### src/rtl/hilo_div_unit.sv
// hilo_div_unit: iterative radix-2 restoring divider for MIPS DIV/DIVU.
// Quotient lands in lo, remainder in hi; divide-by-zero short-circuits to DONE.
module hilo_div_unit #(
    parameter int WIDTH = 32
) (
    input  logic             clk,
    input  logic             rst_n,
    input  logic             start,
    input  logic             signed_op,
    input  logic [WIDTH-1:0] A,
    input  logic [WIDTH-1:0] B,
    output logic             busy,
    output logic             done,
    output logic [WIDTH-1:0] hi,
    output logic [WIDTH-1:0] lo,
    output logic             div_by_zero
);
    localparam int CW = $clog2(WIDTH);
    typedef enum logic [1:0] {IDLE, CALC, FIX, DONE} state_t;
    state_t state, state_nx;
    logic [WIDTH-1:0] rem, quo, dvs, a_mag, b_mag;
    logic [WIDTH:0] rem_sh, trial;
    logic [CW-1:0] count;
    logic q_neg, r_neg, b_zero;

    always_comb begin
        b_zero = B == '0;
        a_mag = (signed_op && A[WIDTH-1]) ? -A : A;
        b_mag = (signed_op && B[WIDTH-1]) ? -B : B;
        rem_sh = {rem, quo[WIDTH-1]};
        // rem < dvs always holds, so the trial fits WIDTH+1 bits and its MSB is the sign
        trial = rem_sh - {1'b0, dvs};
        state_nx = state == IDLE ? (start ? (b_zero ? DONE : CALC) : IDLE) :
                   state == CALC ? (count == '0 ? FIX : CALC) :
                   state == FIX  ? DONE : IDLE;
    end

    always_ff @(posedge clk or negedge rst_n) begin
        if (!rst_n) state <= IDLE;
        else state <= state_nx;
    end

    always_ff @(posedge clk or negedge rst_n) begin
        if (!rst_n) begin
            busy <= 1'b0;
            done <= 1'b0;
            hi <= '0;
            lo <= '0;
            div_by_zero <= 1'b0;
            rem <= '0;
            quo <= '0;
            dvs <= '0;
            count <= '0;
            q_neg <= 1'b0;
            r_neg <= 1'b0;
        end else begin
            busy <= state_nx == CALC || state_nx == FIX;
            done <= state_nx == DONE;
            case (state)
                IDLE: if (start) begin
                    div_by_zero <= b_zero;
                    q_neg <= signed_op & (A[WIDTH-1] ^ B[WIDTH-1]);
                    r_neg <= signed_op & A[WIDTH-1];
                    if (b_zero) begin
                        lo <= '1;
                        hi <= A;
                    end else begin
                        quo <= a_mag;
                        dvs <= b_mag;
                        rem <= '0;
                        count <= CW'(WIDTH - 1);
                    end
                end
                CALC: begin
                    rem <= trial[WIDTH] ? rem_sh[WIDTH-1:0] : trial[WIDTH-1:0];
                    quo <= {quo[WIDTH-2:0], ~trial[WIDTH]};
                    count <= count - CW'(1);
                end
                FIX: begin
                    lo <= q_neg ? -quo : quo;
                    hi <= r_neg ? -rem : rem;
                end
                default: ;
            endcase
        end
    end
endmodule

### config.mk
export PLATFORM = sky130hd
export DESIGN_NAME = hilo_div_unit
export DESIGN_NICKNAME = d
export VERILOG_FILES = /design/src/rtl/hilo_div_unit.sv
export SDC_FILE = /design/constraint.sdc
export NUM_CORES = 1
export LEC_CHECK = 0
export BUFFER_PORTS_ARGS = -buffer_cell sky130_fd_sc_hd__clkbuf_2
export CORE_MARGIN = 8
export CORE_UTILIZATION = 25
export CTS_BUF_LIST = sky130_fd_sc_hd__clkbuf_8
export DETAILED_ROUTE_END_ITERATION = 7
export PLACE_DENSITY = 0.44
export SYNTH_ARGS = -nofsm -noshare
export SYNTH_HDL_FRONTEND = slang
export SYNTH_SLANG_ARGS = --single-unit
### constraint.sdc
create_clock -name clk -period 4.2 [get_ports clk]
set_input_delay 0.84 -clock clk [delete_from_list [all_inputs] [get_ports clk]]
set_output_delay 0.84 -clock clk [all_outputs]
set_load 0.01 [all_outputs]
==> reports/metrics.csv <==
metric;value;unit
status;finished, final reports clean;
synthesis.area;11500;µm²
cts.htree.levels;4;
synth_mux_area_share;1.91;%
n_fill_cell;4955;
fin_crit;3.47;ns
vias;10200;
critPathTopFamily;compound AO/OA/AOI/OAI gates;
ys_seq_elements;172;
clock_power_share;11.4;%
synth_compound_area_share;21.9;%
synthAdderAreaFrac;4.41;%
cts_root_buf;clkbuf_8;
crit_top_cell;o21ai_0;
drt_iter0_markers;718;
drive_gt1_share;14.8;%
worstPathMaxFanout;4;
syn_to_final_growth;15.9;%
critPathKind;flop to flop;
fmax;288;MHz
cts_setup_buffers;0;
critPathSlowestCell;o21ai_0;
cts_buffers;17;
cts_resized;0;
yosys_warnings;0;
clk_path_buf_depth;2;
start_util;25.3;%
finalSetupViolations;0;
yosysUniqueCellTypes;64;
wl_per_cell;17.2;µm
grt.overflow.total;0;
gp_congestion;0.836;
nets;1586;
vias_per_cell;4.86;
final_hold_viol_count;0;
synthSimpleGateAreaFrac;18.8;%
antenna_found_initial;1;
crit_chain;inv_1 > ha_1 > nor2b_1 > o21ai_0 > o21ai_0 > a21oi_1 > a2bb2oi_1 > buf_4 > o21ai_0 > a31oi_1 > mux2i_1 > a211o_1;
grt_usage;13.4;%
arrival;3.83;ns
clkLatencyLatePin;0.49;ns
layout_commonest_cell;nand2_1;
core_area;45500;µm²
dieArea;53200;µm²
finalCritPeriodShare;82.5;%
syn_nets;1482;
synth_xor_area_share;11.1;%
synth_top_family_by_area;compound AO/OA/AOI/OAI gates;
slew_violations;0;
boundaryPins;135;
pre_cts_ws;0.285;ns
synth_edf_count;0;
hold_class;input pin to asynchronous set/reset pin;
fp-row-count;78;
syn_avg_cell_area;8.39;µm²
finClkSkew;0.0238;ns
crit_path_start_kind;flop;
cts_tree;built;
first_pass_iters;6;
syn_inst;1374;
most-common-layout-cells;nand2_1, dfrtp_1, clkbuf_2, nor2_1, o21ai_0;
hold_buffers;0;
internal-power;5.76;mW
p_per_area;816;nW/µm²
die_w;231;µm
cp.buffers_inverters;2;
cp-end-kind;flop;
ir_drop;0.425;mV
required;4.56;ns
switching_share;47.1;%
drt_wl_total;36000;µm
fin_tns_setup;0;ns
grt_pass1_vias;9952;
p_comb_share;59.5;%
synth_top_flop_cell;dfrtp_1;
die_h;231;µm
rsz0062_at_grt;no;
relSlewSlack;25.1;%
clkTransAtPathRegs;0.11;ns
ys_seq_area_share;37.4;%
power_frac_seq;29.1;%
layout_setup_ws;0.733;ns
ant_nets;0;
power.switching;5.14;mW
maxCapViolations;0;
grt_max_degree;78;
drcViolationCount;0;
cts_sinks;172;
leakage;5.85;nW
io_buffers;134;
worst_pin_slew;1.12;ns
critical_path.max_stage_delay;0.54;ns
synth_async_sr_flop_share;100;%
hpwlAfterDp;27800;µm
grt_pass1_wl;57600;µm
## cell families after synthesis
family | after synthesis
buf+inv | 133
flops | 172
xor+xnor | 146
compound gates | 386
mux | 22
fa+ha+maj | 40
simple gates | 475
## state kept, by name, indices dropped and copies added, names as in the netlist
signal       cells
quo             32
lo              32
rem             32
r_neg            1
busy             1
state            2
done             1
q_neg            1
div_by_zero      1
hi              32
count            5
dvs             32
## synth_stat cells, drive strengths merged (11+ instances only)
| library cell | instances | area [µm²] |
|---|---|---|
| or4 | 11 | 97.6 |
| dfrtp | 172 | 4300 |
| nor2 | 126 | 475 |
| ha | 39 | 488 |
| mux2i | 22 | 220 |
| xnor2 | 75 | 657 |
| inv | 55 | 206 |
| nor4 | 17 | 136 |
| nand3 | 16 | 80.1 |
| nand2 | 197 | 739 |
| a21oi | 90 | 450 |
| a221o | 31 | 313 |
| a31oi | 36 | 225 |
| o31ai | 20 | 150 |
| clkbuf | 58 | 218 |
| nor2b | 11 | 68.8 |
| nand2b | 12 | 75.1 |
| or3 | 13 | 91.3 |
| buf | 20 | 96.3 |
| o21ai | 105 | 526 |
| xor2 | 71 | 622 |
| nor3 | 48 | 245 |
| a21o | 20 | 150 |
| o41ai | 13 | 121 |
## worst paths after layout
check,startpoint,endpoint,slack (ns),depth (start not counted)
min in group clk,dvs[29],dvs[29],0.50,2
setup / recovery,quo[31],rem[27],0.73,12
hold reg to reg,dvs[29],dvs[29],0.50,2
setup reg to reg,quo[31],rem[27],0.73,12
max in group asynchronous,rst_n,quo[27],2.96,2
hold / removal,rst_n,lo[2],0.39,1
## per-stage QoR
| stage | std cells | power [mW] | hold slack (ns) | utilization, % | cell area, µm² |
|---|---|---|---|---|---|
| after floorplan | 1374 | 7.83 | 0.450 | - | 11500 |
| after global placement | 2059 | 9.67 | 0.472 | 28.5 | 12900 |
| after detailed placement | 2059 | 9.71 | 0.482 | 28.5 | 12900 |
| after CTS | 2091 | 11.0 | 0.367 | 29.4 | 13400 |
| after global routing | 2092 | 11.9 | 0.396 | 29.4 | 13400 |
| final | 2092 | 10.9 | 0.386 | 29.4 | 13400 |
## power groups by stage
stage	Sequential (mW)	Combinational (mW)	Clock, mW
floorplan	2.94	4.89	0
global placement	3.20	6.47	0
detailed placement	3.21	6.50	0
CTS	3.17	6.54	1.30
global route	3.29	7.29	1.37
finish	3.17	6.48	1.25
## area by class of cell
type	instances	area, µm²	area share (%)
Multi-Input combinational cell	1069	6730	50.4
Sequential cell	172	4300	32.2
Timing Repair Buffer	163	957	7.16
Tap cell	600	751	5.62
Clock buffer	18	248	1.85
Inverter	55	206	1.55
Clock inverter	14	161	1.21
Antenna cell	1	2.50	0.0187
## routing by layer
| layer | vias up | global-route usage [%] | share of wire (%) |
|---|---|---|---|
| li1 | 5098 | - | - |
| met1 | 4822 | 19.4 | 51 |
| met2 | 224 | 20.5 | 43 |
| met3 | 18 | 2.54 | 4.4 |
| met4 | 0 | 2.69 | 1.2 |
| met5 | - | 0 | 0 |
(Power assumes the default switching activity.)
